File: src/rtl/counter_reader_if.sv
// Counter readout bus between the requester (counter_reader) and the pop counter block.
// Latency: none, this is wiring only; the requester's outputs are registered on its side.
// Backpressure: the requester holds req/idx steady until the counter block returns cnt_valid.
interface counter_reader_if #(
  parameter int CNT_W = 5,
  parameter int IDX_W = 3
) ();
  logic             req;
  logic [IDX_W-1:0] idx;
  logic             cnt_valid;
  logic [CNT_W-1:0] cnt_data;

  // Requester side: drives req/idx and receives the count
  modport master (output req, output idx, input cnt_valid, input cnt_data);
  // Counter block side: receives req/idx and returns the count
  modport slave  (input req, input idx, output cnt_valid, output cnt_data);
endinterface

File: src/rtl/counter_reader.sv
// Sweeps idx 0..NUM_FIFOS-1 while the system is IDLE and captures each returned pop count plus the running total.
// Latency: one capture per cnt_valid cycle; done pulses on the cycle after the last capture; all outputs registered.
// Backpressure: req/idx are held until cnt_valid; an optional response timeout is enabled by COUNTER_READER_TIMEOUT_EN.
module counter_reader #(
  parameter int NUM_FIFOS   = 5,
  parameter int CNT_W       = 5,
  parameter int IDX_W       = 3,
  parameter int SUM_W       = 8,
  parameter int TIMEOUT_CYC = 8
) (
  input  logic                    clk,
  input  logic                    reset_L,
  input  logic                    start,
  input  logic                    IDLE,
  counter_reader_if.master        bus,
  output logic [CNT_W-1:0]        cnt0,
  output logic [CNT_W-1:0]        cnt1,
  output logic [CNT_W-1:0]        cnt2,
  output logic [CNT_W-1:0]        cnt3,
  output logic [CNT_W-1:0]        cnt4,
  output logic [SUM_W-1:0]        total,
  output logic                    busy,
  output logic                    done,
  output logic                    abort,
  output logic                    timeout_err
);

  localparam logic [1:0] S_IDLE = 2'd0;
  localparam logic [1:0] S_REQ  = 2'd1;
  localparam logic [1:0] S_DONE = 2'd2;

  // The port list exposes five count registers; the sweep length is NUM_FIFOS.
  localparam int               NUM_REGS = 5;
  localparam logic [IDX_W-1:0] LAST_IDX = IDX_W'(NUM_FIFOS - 1);

  logic [1:0]       state_q;
  logic             req_q;
  logic [IDX_W-1:0] idx_q;
  logic [CNT_W-1:0] cnt_q [NUM_REGS];
  logic [SUM_W-1:0] total_q;
  logic             busy_q;
  logic             done_q;
  logic             abort_q;
  logic             timeout_err_q;
  logic             timeout_hit;

`ifdef COUNTER_READER_TIMEOUT_EN
  localparam int WAIT_W = $clog2(TIMEOUT_CYC + 1);

  logic [WAIT_W-1:0] wait_q;

  // Fires on the TIMEOUT_CYC-th consecutive S_REQ cycle with no response; IDLE falling wins over it.
  assign timeout_hit = (state_q == S_REQ) && IDLE && !bus.cnt_valid &&
                       (wait_q == WAIT_W'(TIMEOUT_CYC - 1));

  // Wait counter: restarts on every capture (which is also every idx change) and outside S_REQ
  always_ff @(posedge clk or negedge reset_L) begin
    if (!reset_L) begin
      wait_q <= '0;
    end else if ((state_q != S_REQ) || bus.cnt_valid || timeout_hit) begin
      wait_q <= '0;
    end else begin
      wait_q <= wait_q + WAIT_W'(1);
    end
  end
`else
  // Without the timeout feature S_REQ waits indefinitely; this comparison is constant false
  // and only keeps the shared parameter list referenced in this build.
  assign timeout_hit = (TIMEOUT_CYC < 0);
`endif

  // Sweep FSM: start/abort/capture/done sequencing and all registered outputs
  always_ff @(posedge clk or negedge reset_L) begin
    if (!reset_L) begin
      state_q       <= S_IDLE;
      req_q         <= 1'b0;
      idx_q         <= '0;
      total_q       <= '0;
      busy_q        <= 1'b0;
      done_q        <= 1'b0;
      abort_q       <= 1'b0;
      timeout_err_q <= 1'b0;
      for (int i = 0; i < NUM_REGS; i++) begin
        cnt_q[i] <= '0;
      end
    end else begin
      // done and abort are single-cycle pulses unless re-asserted below
      done_q  <= 1'b0;
      abort_q <= 1'b0;
      case (state_q)
        S_IDLE: begin
          // start without IDLE is dropped, not remembered
          if (start && IDLE) begin
            state_q       <= S_REQ;
            req_q         <= 1'b1;
            busy_q        <= 1'b1;
            idx_q         <= '0;
            total_q       <= '0;
            timeout_err_q <= 1'b0;
            for (int i = 0; i < NUM_REGS; i++) begin
              cnt_q[i] <= '0;
            end
          end
        end
        S_REQ: begin
          if (!IDLE) begin
            // System left idle: stop reading, keep what was already captured
            state_q <= S_IDLE;
            req_q   <= 1'b0;
            busy_q  <= 1'b0;
            idx_q   <= '0;
            abort_q <= 1'b1;
          end else if (bus.cnt_valid) begin
            for (int i = 0; i < NUM_REGS; i++) begin
              if (idx_q == IDX_W'(i)) begin
                cnt_q[i] <= bus.cnt_data;
              end
            end
            total_q <= total_q + SUM_W'(bus.cnt_data);
            if (idx_q == LAST_IDX) begin
              state_q <= S_DONE;
              req_q   <= 1'b0;
              busy_q  <= 1'b0;
              idx_q   <= '0;
              done_q  <= 1'b1;
            end else begin
              idx_q <= idx_q + IDX_W'(1);
            end
          end else if (timeout_hit) begin
            state_q       <= S_IDLE;
            req_q         <= 1'b0;
            busy_q        <= 1'b0;
            idx_q         <= '0;
            timeout_err_q <= 1'b1;
          end
        end
        S_DONE: begin
          // done was raised on entry; it drops as we return to idle
          state_q <= S_IDLE;
        end
        default: begin
          state_q <= S_IDLE;
          req_q   <= 1'b0;
          busy_q  <= 1'b0;
          idx_q   <= '0;
        end
      endcase
    end
  end

  assign bus.req     = req_q;
  assign bus.idx     = idx_q;
  assign cnt0        = cnt_q[0];
  assign cnt1        = cnt_q[1];
  assign cnt2        = cnt_q[2];
  assign cnt3        = cnt_q[3];
  assign cnt4        = cnt_q[4];
  assign total       = total_q;
  assign busy        = busy_q;
  assign done        = done_q;
  assign abort       = abort_q;
  assign timeout_err = timeout_err_q;

endmodule

File: src/flat_wrapper.sv
// flat-port wrapper written by rule: the top's interface ports become plain ports
module counter_reader_flat 
#(
  parameter int NUM_FIFOS   = 5,
  parameter int CNT_W       = 5,
  parameter int IDX_W       = 3,
  parameter int SUM_W       = 8,
  parameter int TIMEOUT_CYC = 8
)
  (clk, reset_L, start, IDLE, cnt0, cnt1, cnt2, cnt3, cnt4, total, busy, done, abort, timeout_err, bus_req, bus_idx, bus_cnt_valid, bus_cnt_data);
  counter_reader_if #(.CNT_W(CNT_W), .IDX_W(IDX_W)) bus_i ();
  input  logic clk;
  input  logic reset_L;
  input  logic start;
  input  logic IDLE;
  output logic [CNT_W-1:0] cnt0;
  output logic [CNT_W-1:0] cnt1;
  output logic [CNT_W-1:0] cnt2;
  output logic [CNT_W-1:0] cnt3;
  output logic [CNT_W-1:0] cnt4;
  output logic [SUM_W-1:0] total;
  output logic busy;
  output logic done;
  output logic abort;
  output logic timeout_err;
  output wire logic [$bits(bus_i.req)-1:0] bus_req;
  output wire logic [$bits(bus_i.idx)-1:0] bus_idx;
  input wire logic [$bits(bus_i.cnt_valid)-1:0] bus_cnt_valid;
  input wire logic [$bits(bus_i.cnt_data)-1:0] bus_cnt_data;
  assign bus_req = bus_i.req;
  assign bus_idx = bus_i.idx;
  assign bus_i.cnt_valid = bus_cnt_valid;
  assign bus_i.cnt_data = bus_cnt_data;
  counter_reader #(.NUM_FIFOS(NUM_FIFOS), .CNT_W(CNT_W), .IDX_W(IDX_W), .SUM_W(SUM_W), .TIMEOUT_CYC(TIMEOUT_CYC)) u_core (.clk(clk), .reset_L(reset_L), .start(start), .IDLE(IDLE), .bus(bus_i), .cnt0(cnt0), .cnt1(cnt1), .cnt2(cnt2), .cnt3(cnt3), .cnt4(cnt4), .total(total), .busy(busy), .done(done), .abort(abort), .timeout_err(timeout_err));
endmodule
File: config.mk
export PLATFORM = sky130hd
export DESIGN_NAME = counter_reader_flat
export DESIGN_NICKNAME = d
export VERILOG_FILES = /design/src/rtl/counter_reader_if.sv /design/src/rtl/counter_reader.sv /design/src/flat_wrapper.sv
export SDC_FILE = /design/constraint.sdc
export NUM_CORES = 1
export LEC_CHECK = 0
export CORE_MARGIN = 3
export CORE_UTILIZATION = 52
export CTS_CLUSTER_SIZE = 20
export DETAILED_ROUTE_END_ITERATION = 10
export PLACE_DENSITY_LB_ADDON = 0.12
export SLEW_MARGIN = 20
export SYNTH_ARGS = -nofsm -noshare
export SYNTH_HDL_FRONTEND = slang
export SYNTH_SLANG_ARGS = --single-unit
File: constraint.sdc
create_clock -name clk -period 5.09 [get_ports clk]
set_input_delay 1.018 -clock clk [delete_from_list [all_inputs] [get_ports clk]]
set_output_delay 1.018 -clock clk [all_outputs]
set_load 0.1 [all_outputs]
==> metrics.txt <==
largest net degree at the start of global routing=42; vias in the first global route=1563; Yosys reg bits=41; clk buf depth=2; layout cells sized above 1=0.0959; top cells by area, synth=dfrtp_1 (52%), a22o_1 (12%), ha_1 (6.3%); FP Rows=21; number of flops mapped to enable cells by yosys=0; CP max FO=9; root buf cell=clkbuf_8; Final #Nets=239; share of flip-flops with an asynchronous set or reset=1.00; Vias/cell=5.75; CP startpoint kind=flop; Mapped Nets=188; Mapped Avg Cell Area=11.9 sq um; Yosys top cell by area=dfrtp_1; First-pass DRT Iterations=4; DIE AREA=0.00458 sq mm; WL per Instance=16.7 um; die width=67.7 um; Crit-path slowest cell=clkdlybuf4s50_1; final setup violation count=0; Setup TNS=0 ns; clk_lat worst skew=0.29 ns; Synth Flop Type=dfrtp_1; Filler Cell Count=227; critical path type=reg2out; initial drt markers=99; Slew HR=0.340; outcome=complete, no violations; RePlAce Congestion=0.806; RSZ-0062 raised after global routing=no; DP HPWL=3200 um; synthesized area=0.00198 sq mm; Worst Skew=0.00348 ns; IO Port Bufs=49; CTS tree=built; final wirelength=4430 um; commonest cells after routing, fill and taps aside=clkdlybuf4s50_1 (48), dfrtp_1 (41), a22o_1 (27); most common cell after layout, fill and taps aside=clkdlybuf4s50_1; Distinct cells, synth=34; initial antenna violation count=0; htree depth=2; Yosys top cell area share=0.518; Initial Util=0.566; Detail Route Antenna Nets=0; Hold-fix buffers, CTS=0; CP Cell Sequence=clkdlybuf4s50_1; Critical Path RT=4.07 ns; maxcap violations=0; PD cells=355 mW/mm^2; nature of the critical path endpoint=output port; Final period util=0.587; Final WS setup=2.10 ns; Post-CTS Setup Inserts=0; Fin. Hold Viols=0; Die H=67.7 um; pre-CTS setup slack=1.97 ns; DR DRC count=0; # IOs=51; Total GRT Usage=0.221; crit-path max cell delay=1.18 ns; f_max=335 MHz; # clock sinks=41; core area=0.00349 sq mm; Ys Warns=0; first-pass GRT wire length=7500 um; max-slew violations=0; leakage power figure=1.19 nW; Crit path max-delay family=buffers and inverters; worst slew pin tran=0.986 ns; time the worst path needs with I/O delays and setup=2.99 ns; VDD IR-drop max=188 uV; min-delay worst type=reg2reg; Antenna Diode Count=0; Clk pin slew, worst setup/hold paths=0.08 ns; grt ovf=0; Layout area overhead=29.3%; arrival time worst endpoint=1.97 ns; vias=1524; post-CTS sizing=0; Synth Instances=167; Seq/Total Area, Yosys=0.518; Buf+Inv Stages, Crit Path=1; total CTS buffers=5
-- cell families after synthesis --
| logic type | synth area share |
|---|---|
| AO/OA/AOI/OAI | 0.219 |
| AND/OR/NAND/NOR | 0.130 |
| flip-flops | 0.518 |
| adder cells (fa/ha/maj) | 0.0733 |
| buffers and inverters | 0.0322 |
| multiplexers | 0.0158 |
| XOR/XNOR | 0.00885 |
| other | 0.00189 |
-- routing by layer --
layer / part of all wire / GRT usage / up-vias
li1: - / - / 716
met1: 0.45 / 0.289 / 744
met2: 0.47 / 0.363 / 59
met3: 0.064 / 0.0366 / 5
met4: 0.011 / 0.0886 / 0
met5: 0 / 0 / -
-- synthesized netlist by cell type (all sizes together), types with 2 or more instances --
| cell | n |
|---|---|
| a211oi | 3 |
| a21o | 7 |
| a21oi | 8 |
| a22o | 27 |
| and3 | 7 |
| buf | 5 |
| dfrtp | 41 |
| ha | 10 |
| inv | 4 |
| mux2i | 2 |
| nand2 | 15 |
| nor2 | 4 |
| nor2b | 2 |
| nor3 | 3 |
| o21ai | 9 |
| o31ai | 2 |
| or2 | 4 |
| or3b | 2 |
| xnor2 | 2 |
-- flip-flops by register name, summed over array words and instances, names as in the netlist --
register	cells
u_core.done	1
u_core.bus.idx	3
u_core.cnt4	5
u_core.cnt3	5
u_core.busy	1
u_core.abort	1
u_core.state_q	2
u_core.cnt2	5
u_core.cnt0	5
u_core.cnt1	5
u_core.total	8
-- final cells by class --
| class | count | area (sq um) | area share |
|---|---|---|---|
| clock buffer | 5 | 68.8 | 0.0269 |
| clock inverter | 3 | 17.5 | 0.00684 |
| inverter | 4 | 15.0 | 0.00587 |
| multi-input combinational | 117 | 890 | 0.348 |
| sequential | 41 | 1030 | 0.401 |
| tap | 46 | 57.6 | 0.0225 |
| timing repair buffer | 49 | 485 | 0.190 |
-- path summary, 6_finish.rpt --
check                                        from         endpoint  slack [ns]  cells after the start
worst max register to register    u_core.total[0]  u_core.total[6]        3.18                      6
min in group asynchronous                 reset_L   u_core.cnt0[0]        0.85                      1
worst min register to register     u_core.cnt2[4]   u_core.cnt2[4]        0.50                      1
worst min-delay path               u_core.cnt2[4]   u_core.cnt2[4]        0.50                      1
worst max-delay path            u_core.bus.idx[2]       bus_idx[2]        2.10                      1
max in group asynchronous                 reset_L   u_core.cnt1[3]        3.69                      1
-- power by group --
part           switching [mW]  total (mW)  internal [mW]  leakage [nW]
Combinational           0.246       0.334         0.0876         0.585
Clock                   0.112       0.207         0.0946        0.0439
Sequential             0.0196       0.367          0.347         0.561
-- metrics by stage --
stage,cell area [sq um],util,power [mW],instances,hold slack [ns]
floorplan,1980,-,0.625,167,0.545
global placement,2470,0.708,0.700,257,0.481
detailed placement,2470,0.708,0.707,257,0.486
CTS,2560,0.733,0.913,265,0.506
global route,2560,0.733,0.945,265,0.511
finish,2560,0.733,0.908,265,0.501
No activity file was read; power rests on OpenSTA's default activity.
